==> src/rtl/uart_pkg.sv <==
// rtl/uart_pkg.sv - shared TX sequencer states and default FIFO widths for the uart host controller
package uart_pkg;

    typedef enum logic [1:0] {
        TX_IDLE      = 2'd0,
        TX_WAIT_BUSY = 2'd1,
        TX_WAIT_DONE = 2'd2
    } tx_state_e;

    localparam int DEF_TX_AW = 4;
    localparam int DEF_RX_AW = 4;

endpackage

==> src/rtl/uart_sync_fifo.sv <==
// rtl/uart_sync_fifo.sv - synchronous show-ahead byte FIFO with occupancy count
module uart_sync_fifo #(
    parameter int DW = 8,
    parameter int AW = 4
) (
    input  logic          clk,
    input  logic          rst,
    input  logic          push,
    input  logic [DW-1:0] push_data,
    input  logic          pop,
    output logic [DW-1:0] head_data,
    output logic          full,
    output logic          empty,
    output logic [AW:0]   level
);

    localparam int DEPTH = 1 << AW;
    localparam logic [AW:0] FULL_LEVEL = (AW+1)'(DEPTH);

    logic [DW-1:0] mem_q [DEPTH];
    logic [AW-1:0] wr_ptr_q, wr_ptr_d;
    logic [AW-1:0] rd_ptr_q, rd_ptr_d;
    logic [AW:0]   level_q, level_d;
    logic          do_push, do_pop;

    // A push into a full FIFO is accepted only when a pop frees the slot in the same cycle.
    always_comb begin
        do_pop   = pop && (level_q != '0);
        do_push  = push && ((level_q != FULL_LEVEL) || do_pop);
        wr_ptr_d = do_push ? wr_ptr_q + 1'b1 : wr_ptr_q;
        rd_ptr_d = do_pop  ? rd_ptr_q + 1'b1 : rd_ptr_q;
        level_d  = level_q;
        case ({do_push, do_pop})
            2'b10:   level_d = level_q + 1'b1;
            2'b01:   level_d = level_q - 1'b1;
            default: level_d = level_q;
        endcase
    end

    always_ff @(posedge clk or posedge rst) begin
        if (rst) begin
            wr_ptr_q <= '0;
            rd_ptr_q <= '0;
            level_q  <= '0;
        end else begin
            wr_ptr_q <= wr_ptr_d;
            rd_ptr_q <= rd_ptr_d;
            level_q  <= level_d;
        end
    end

    always_ff @(posedge clk) begin
        if (do_push) begin
            mem_q[wr_ptr_q] <= push_data;
        end
    end

    assign head_data = mem_q[rd_ptr_q];
    assign full      = (level_q == FULL_LEVEL);
    assign empty     = (level_q == '0);
    assign level     = level_q;

endmodule

==> src/rtl/uart_fifo_ctrl.sv <==
// rtl/uart_fifo_ctrl.sv - host-side uart controller: buffered, paced TX and RX capture with sticky flags
module uart_fifo_ctrl
    import uart_pkg::*;
#(
    parameter int TX_AW = DEF_TX_AW,
    parameter int RX_AW = DEF_RX_AW
) (
    input  logic         clk,
    input  logic         rst,
    input  logic         wr_en,
    input  logic [7:0]   wr_data,
    output logic         tx_full,
    output logic [TX_AW:0] tx_level,
    input  logic         rd_en,
    output logic [7:0]   rd_data,
    output logic         rx_empty,
    output logic [RX_AW:0] rx_level,
    output logic         rx_overrun,
    output logic         rx_error,
    input  logic         clr_flags,
    output logic         uart_transmit,
    output logic [7:0]   uart_tx_byte,
    input  logic         uart_is_transmitting,
    input  logic         uart_received,
    input  logic [7:0]   uart_rx_byte,
    input  logic         uart_recv_error
);

    tx_state_e  state_q, state_d;
    logic       transmit_q, transmit_d;
    logic [7:0] tx_byte_q, tx_byte_d;
    logic       overrun_q, overrun_d;
    logic       error_q, error_d;

    logic       tx_push, tx_pop, tx_empty;
    logic [7:0] tx_head;
    logic       rx_push, rx_full;

    assign tx_push = wr_en && !tx_full;
    assign rx_push = uart_received && !uart_recv_error;

    uart_sync_fifo #(.DW(8), .AW(TX_AW)) u_tx_fifo (
        .clk       (clk),
        .rst       (rst),
        .push      (tx_push),
        .push_data (wr_data),
        .pop       (tx_pop),
        .head_data (tx_head),
        .full      (tx_full),
        .empty     (tx_empty),
        .level     (tx_level)
    );

    uart_sync_fifo #(.DW(8), .AW(RX_AW)) u_rx_fifo (
        .clk       (clk),
        .rst       (rst),
        .push      (rx_push),
        .push_data (uart_rx_byte),
        .pop       (rd_en),
        .head_data (rd_data),
        .full      (rx_full),
        .empty     (rx_empty),
        .level     (rx_level)
    );

    // Issue is also held off while the uart still reports busy, so a request never lands mid-byte.
    always_comb begin
        state_d    = state_q;
        transmit_d = 1'b0;
        tx_byte_d  = tx_byte_q;
        tx_pop     = 1'b0;
        case (state_q)
            TX_IDLE: begin
                if (!tx_empty && !uart_is_transmitting) begin
                    tx_pop     = 1'b1;
                    tx_byte_d  = tx_head;
                    transmit_d = 1'b1;
                    state_d    = TX_WAIT_BUSY;
                end
            end
            TX_WAIT_BUSY: begin
                if (uart_is_transmitting) begin
                    state_d = TX_WAIT_DONE;
                end
            end
            TX_WAIT_DONE: begin
                if (!uart_is_transmitting) begin
                    state_d = TX_IDLE;
                end
            end
            default: state_d = TX_IDLE;
        endcase
    end

    // Set beats clear when both occur in the same cycle.
    always_comb begin
        overrun_d = (overrun_q && !clr_flags) || (rx_push && rx_full && !rd_en);
        error_d   = (error_q && !clr_flags) || uart_recv_error;
    end

    always_ff @(posedge clk or posedge rst) begin
        if (rst) begin
            state_q    <= TX_IDLE;
            transmit_q <= 1'b0;
            tx_byte_q  <= 8'h00;
            overrun_q  <= 1'b0;
            error_q    <= 1'b0;
        end else begin
            state_q    <= state_d;
            transmit_q <= transmit_d;
            tx_byte_q  <= tx_byte_d;
            overrun_q  <= overrun_d;
            error_q    <= error_d;
        end
    end

    assign uart_transmit = transmit_q;
    assign uart_tx_byte  = tx_byte_q;
    assign rx_overrun    = overrun_q;
    assign rx_error      = error_q;

endmodule

==> config.mk <==
export PLATFORM = sky130hd
export DESIGN_NAME = uart_fifo_ctrl
export DESIGN_NICKNAME = d
export VERILOG_FILES = /design/src/rtl/uart_pkg.sv /design/src/rtl/uart_sync_fifo.sv /design/src/rtl/uart_fifo_ctrl.sv
export SDC_FILE = /design/constraint.sdc
export NUM_CORES = 1
export LEC_CHECK = 0
export CORE_UTILIZATION = 23
export CTS_CLUSTER_SIZE = 20
export DETAILED_ROUTE_END_ITERATION = 16
export PLACE_DENSITY = 0.45
export SETUP_SLACK_MARGIN = 0.02
export SLEW_MARGIN = 5
export SYNTH_ARGS = -nofsm -noshare
export SYNTH_HDL_FRONTEND = slang
export SYNTH_SLANG_ARGS = --single-unit
==> constraint.sdc <==
create_clock -name clk -period 3.73 [get_ports clk]
set_input_delay 0.9325 -clock clk [delete_from_list [all_inputs] [get_ports clk]]
set_output_delay 0.9325 -clock clk [all_outputs]
set_load 0.005 [all_outputs]
== Yosys cells after proc, flatten, opt, wreduce, memory -nomap -nowiden ==
Memories as Yosys holds them, arrays and structs flattened. A register that Yosys moved wholly into a read port is not among the register bits.
Cells that the tools add are included.
Word-level totals
  flip-flop bits (word level): 31
  memory bits (writable): 256
  bits of input ports: 24
  output and inout bits: 31
  word-level logic and storage cells: 75
  memories kept: 2
Operators by class
  add/subtract/negate cells: 8
  eq/ne operators: 13
  mux-type cells: 12
  reduce and logical (&&, ||, !) cells: 30
Memory list
  u_rx_fifo.mem_q: depth 16, bits a word 8, read ports 1, clocked after Yosys merged registers in 0, write ports 1, line uart_sync_fifo.sv:20  | logic [DW-1:0] mem_q [DEPTH];
  u_tx_fifo.mem_q: depth 16, bits a word 8, read ports 1, clocked after Yosys merged registers in 1, write ports 1, line uart_sync_fifo.sv:20
Operators with widths (count)
  5-bit one-hot mux with 2 select lines: 2
  4-bit by 1-bit adder with 4-bit output, second input constant: 4
  1-bit logical AND: 11
  5-bit by 1-bit adder with 5-bit output, second input constant: 2
  5-bit equality test, second input constant: 2
  5-bit logical NOT: 2
  5-bit != test, second input constant: 2
  5-bit nonzero test: 2
  5-bit by 1-bit subtractor with 5-bit output, second input constant: 2
  2-bit by 1-bit equality test with 1-bit output, second input constant: 3
  2-bit equality test, second input constant: 3
  1-bit logical NOT: 6
  1-bit 2-to-1 mux: 6
  2-bit 2-to-1 mux: 3
  2-bit != test, second input constant: 3
  2-bit one-hot mux with 3 select lines: 1
  1-bit logical OR: 4
  2-bit nonzero test: 2
  3-bit AND reduction: 1
  2-bit logical NOT: 1
  2-bit AND reduction: 1

== Depth between registers and ports, before layout ==
  word-level depth: 10
  depth in mapped cells: 12
  depth with buffers taken out: 10

== By module ==
Synthesis repeated with hierarchy kept, for this count alone.
Second synthesis, totals
  cells, all modules: 665
  area total of the unflattened synthesis: 11965.2 µm²
Modules (own cells, without submodules)
  uart_sync_fifo: instances 2, cells an instance 316, area each 5730.5 µm², sequential area each 4169.0 µm²
  uart_fifo_ctrl: instances 1, cells an instance 33, area each 504.2 µm², sequential area each 325.3 µm²

== Worst setup path before layout ==
OpenSTA, ideal clock, no wires.
  path type: input -> register
  start point: in uart_is_transmitting
  end point: reg u_tx_fifo.level_q[4] (netlist: u_tx_fifo.level[4])
  setup time: 80 ps
  arrival: 3115 ps
  setup slack: 535 ps
  stages on the path: 11
  path through: nor3_1 > a21boi_1 > clkbuf_1 > ha_1 > clkbuf_1 > xor2_1 > ha_1 > and3b_1 > o21ai_0 > a31oi_1 > xnor2_1
On the way
  cells in the longest elaborated chain, start to end: 9
  elaborated cells between the ends (all ways): 11
  classes of those cells: 2 x eq/ne; 3 x mux; 6 x reduce/logical
Ends and longest elaborated chain
  start, declared: line uart_fifo_ctrl.sv:23  | input logic uart_is_transmitting,
  1-bit logical NOT *
  1-bit logical AND *: line uart_fifo_ctrl.sv:74  | if (!tx_empty && !uart_is_transmitting) begin
  1-bit 2-to-1 mux *: line uart_fifo_ctrl.sv:74
  1-bit 2-to-1 mux *: line uart_fifo_ctrl.sv:72  | case (state_q)
  1-bit logical AND *: line uart_sync_fifo.sv:28  | do_pop = pop && (level_q != '0);
  named net u_tx_fifo.do_pop: line uart_sync_fifo.sv:24  | logic do_push, do_pop;
  1-bit logical OR: line uart_sync_fifo.sv:29  | do_push = push && ((level_q != FULL_LEVEL) || do_pop);
  1-bit logical AND: line uart_sync_fifo.sv:29
  2-bit by 1-bit equality test with 1-bit output / 2-bit equality test (equally long branches): line uart_sync_fifo.sv:33  | case ({do_push, do_pop})
  5-bit one-hot mux with 2 select lines / 2-bit nonzero test (equally long branches)
  end signal, assigned: line uart_sync_fifo.sv:48  | level_q <= level_d;
  end, declared: line uart_sync_fifo.sv:23  | logic [AW:0] level_q, level_d;
The timed path passes the listed nets; every way through them passes the cells marked *.
A chain may end at the register's enable or synchronous reset.

== Worst setup path in the final report ==
  start point: reg u_rx_fifo.rd_ptr_q[0]
  end point: out rd_data[6]
On the way
  cells in the longest elaborated chain, start to end: 1
Ends and longest elaborated chain
  start, declared: line uart_sync_fifo.sv:22  | logic [AW-1:0] rd_ptr_q, rd_ptr_d;
  start signal, assigned: line uart_sync_fifo.sv:47  | rd_ptr_q <= rd_ptr_d;
  memory 16 x 8 bit
  end, declared: line uart_fifo_ctrl.sv:15  | output logic [7:0] rd_data,
No other way between the ends.

==> impl_metrics.ini <==
[status]
status = completed

[timing]
hold_viol_final = 0
final.setup.tns_ns = 0
fmax_ghz = 0.277
rsz0062_at_grt = true
whs_ns = 0.486
period_share_pct = 96.8
worst_pin_slew_ns = 0.777
slew_viol_final = 0
setup_ws_ns = 0.119
setup-violations-final = 0
min_period_ns = 3.61
max_slew_margin_pct = 48.1
fin_skew_ns = 0.0230

[pwr]
fin_total_pwr_mw = 11.3
ir_worst_vdd_mv = 0.398
power_density_nw_per_um2 = 762
p_leak_nw = 4.93

[drt]
drtPass1Iterations = 6
ant_nets = 0
via_per_inst = 4.15
drc = 0
dr.first_iter.drc_count = 412
routed_wl_mm = 27.5
wire_per_inst_um = 19.5
vias = 5834

[floorplan]
start_util_pct = 23.5
die_area_sq_um = 52500
dieHeight_um = 229
die_x_um = 229
design.core.area_sq_um = 50500
num_rows = 82
io_pins = 55

[final_layout]
fill_cells = 5007
diodes = 0
instances_no_fill = 1407
areaGrowthSynthToFinish_pct = 25.1
layout.nets = 749
seqCellArea_sq_um = 8670
drive_gt1_share_pct = 28.8
multi_input_area_sq_um = 3040

[critical_path]
crit_cells = 5
crit_top_cell = mux4_2
critPathTopFamily = multiplexers
worstPathArrival_ns = 2.68
worstPathCellList = buf_12 > buf_16 > mux4_2 > mux4_2 > clkdlybuf4s50_1
crit_type = reg2out
cp_slowest_cell = mux4_2
rrSetupSlack_ns = 1.09
max_stage_delay_ns = 0.51
cp.required_ns = 2.80
crit_fanout = 13
ff2ff_path_depth = 8
cp-start-kind = flop
cp-end-kind = primary output
cp_num_buf_inv = 3

[synthesis]
synth_edf_count = 256
synth_flop_cell = edfxtp_1
ys_seq_area_share_pct = 73.0
synth_seq_cells = 295
yosysWarningCount = 0
syn_area_per_cell_sq_um = 20.0
synthArstFlopShare_pct = 13.2
synth_fp_nets = 634
synth.cell_area_sq_um = 11900
netlist_instances = 593
synth_cell_types = 54

[clocking]
cts.clk_slew.worst_paths_ns = 0.06
clkSinkCount = 295
ctsHoldBuffers = 0
cts_root_buffer = clkbuf_16
cts_buffers = 35
cts.path.max_buffers = 3
h-tree-depth = 2
cts_tree = yes
insertion_delay_ns = 0.54

[run]
maxCapViolCount = 0

[placed_design]
gp_congestion = 0.734
placed_cells = 1332
place_ws_ns = 0.348
port_buffers = 54
dp_hpwl_mm = 17.0

[grt]
grt_max_degree = 34
grt_use_total_pct = 10.5
grt-ovfl-total = 0
grt_pass1_vias = 6178
grt_pass1_wl_mm = 40.5
antenna_found_initial = 0

[worst_hold_path]
hold_path_depth = 1
holdCritPathClass = reg2reg
-- cells in the mapped netlist, drive strengths merged (5+ instances only) --
cell type,n,area share (%)
o21ai,6,0.35
clkbuf,20,0.63
mux2,13,1.3
buf,11,0.49
o22ai,17,0.90
and2,5,0.26
dfrtp,39,8.2
inv,15,0.47
nor3,7,0.30
mux4,72,14
ha,16,1.7
a21oi,11,0.46
nor2,17,0.54
nand2,11,0.35
xnor2,14,1.0
edfxtp,256,65
xor2,8,0.59
-- cells in the final DEF, fill, tap and decap left out, types with 3 or more instances in the layout --
master,netlist,routed
a21oi_1,11,11
buf_4,0,52
nand4_1,4,4
clkbuf_1,20,3
nand2b_1,4,4
nor2b_1,3,3
ha_1,16,16
and4_1,4,4
nor2_1,17,17
nor3_1,7,7
dfrtp_1,39,37
nor3b_1,4,4
o22ai_1,17,17
mux2_2,10,10
clkdlybuf4s50_1,0,49
bufinv_16,0,7
inv_1,15,14
nor4bb_2,0,4
and2_1,5,5
nand2_1,11,11
clkinv_1,0,5
edfxtp_1,256,256
dlygate4sd2_1,0,3
clkbuf_16,0,36
clkinv_2,0,5
clkinvlp_4,0,5
xnor2_1,14,14
mux4_2,72,72
xor2_1,8,8
o21ai_0,5,5
-- final timing paths --
kind,from,endpoint
max,u_rx_fifo.rd_ptr_q[0]$_DFFE_PP0P_,rd_data[6]
min,state_q[1]$_DFFE_PP0P_,state_q[0]$_DFFE_PP0P_
min reg2reg,state_q[1]$_DFFE_PP0P_,state_q[0]$_DFFE_PP0P_
max in group asynchronous,rst,state_q[0]$_DFFE_PP0P_
max reg2reg,u_rx_fifo.level[0]$_DFFE_PP0P_,u_rx_fifo.level[4]$_DFFE_PP0P_
min in group asynchronous,rst,u_rx_fifo.level[4]$_DFFE_PP0P_
-- final cells by class --
| class | count | area share (%) |
|---|---|---|
| inverter | 15 | 0.379 |
| tap | 672 | 5.67 |
| clock buffer | 39 | 6.15 |
| timing repair buffer | 109 | 6.74 |
| clock inverter | 25 | 2.19 |
| multi-input combinational | 252 | 20.5 |
| sequential | 295 | 58.4 |
-- worst register-to-register path, cell delays in order, from the launching register on --
cell	delay, ns
dfrtp_1	0.44
or4_4	0.61
o211ai_4	0.25
inv_1	0.12
ha_1	0.33
nor2b_1	0.15
o21a_1	0.19
or4_1	0.39
nand4b_1	0.11
-- power breakdown --
part	internal (mW)	switching, mW	leakage, nW
Combinational	1.77	1.43	1.58
Sequential	4.00	0.438	2.76
Clock	2.26	1.41	0.590
-- cell families after synthesis --
family,count (synthesis),synth area share (%)
AO/OA/AOI/OAI,51,3.11
multiplexers,86,15.0
flip-flops,295,73.0
adder cells (fa/ha/maj),17,1.86
buffers and inverters,46,1.59
AND/OR/NAND/NOR,76,3.74
XOR/XNOR,22,1.62
-- per-layer routing --
metal / up-vias / routed length (um) / GRT usage (%)
li1: 2648 / - / -
met1: 3038 / 12000 / 13.4
met2: 102 / 13900 / 17.8
met3: 46 / 1060 / 2.20
met4: 0 / 617 / 3.40
met5: - / 0 / 0
-- through the flow --
stage,instance area [sq um],utilization [%]
floorplan,11900,-
global placement,13500,26.8
detailed placement,13500,26.8
CTS,14800,29.3
global route,14800,29.4
finish,14800,29.4
-- timing repair --
item | in CTS | in global routing
gates cloned | 0 | 0
setup buffers | 6 | 5
endpoints found under the setup margin | 8 | 4
endpoints found under the hold margin | 0 | 0
gates resized for setup | 4 | 2
-- sequential cells by signal, indices dropped and copies added (netlist names) --
| name | flops |
|---|---|
| u_rx_fifo.wr_ptr_q | 4 |
| u_tx_fifo.wr_ptr_q | 4 |
| uart_tx_byte | 8 |
| u_rx_fifo.level | 5 |
| uart_transmit | 1 |
| u_tx_fifo.level | 5 |
| rx_error | 1 |
| u_tx_fifo.mem_q | 128 |
| u_rx_fifo.mem_q | 128 |
| rx_overrun | 1 |
| state_q | 2 |
| u_rx_fifo.rd_ptr_q | 4 |
| u_tx_fifo.rd_ptr_q | 4 |
(Power assumes the default switching activity.)
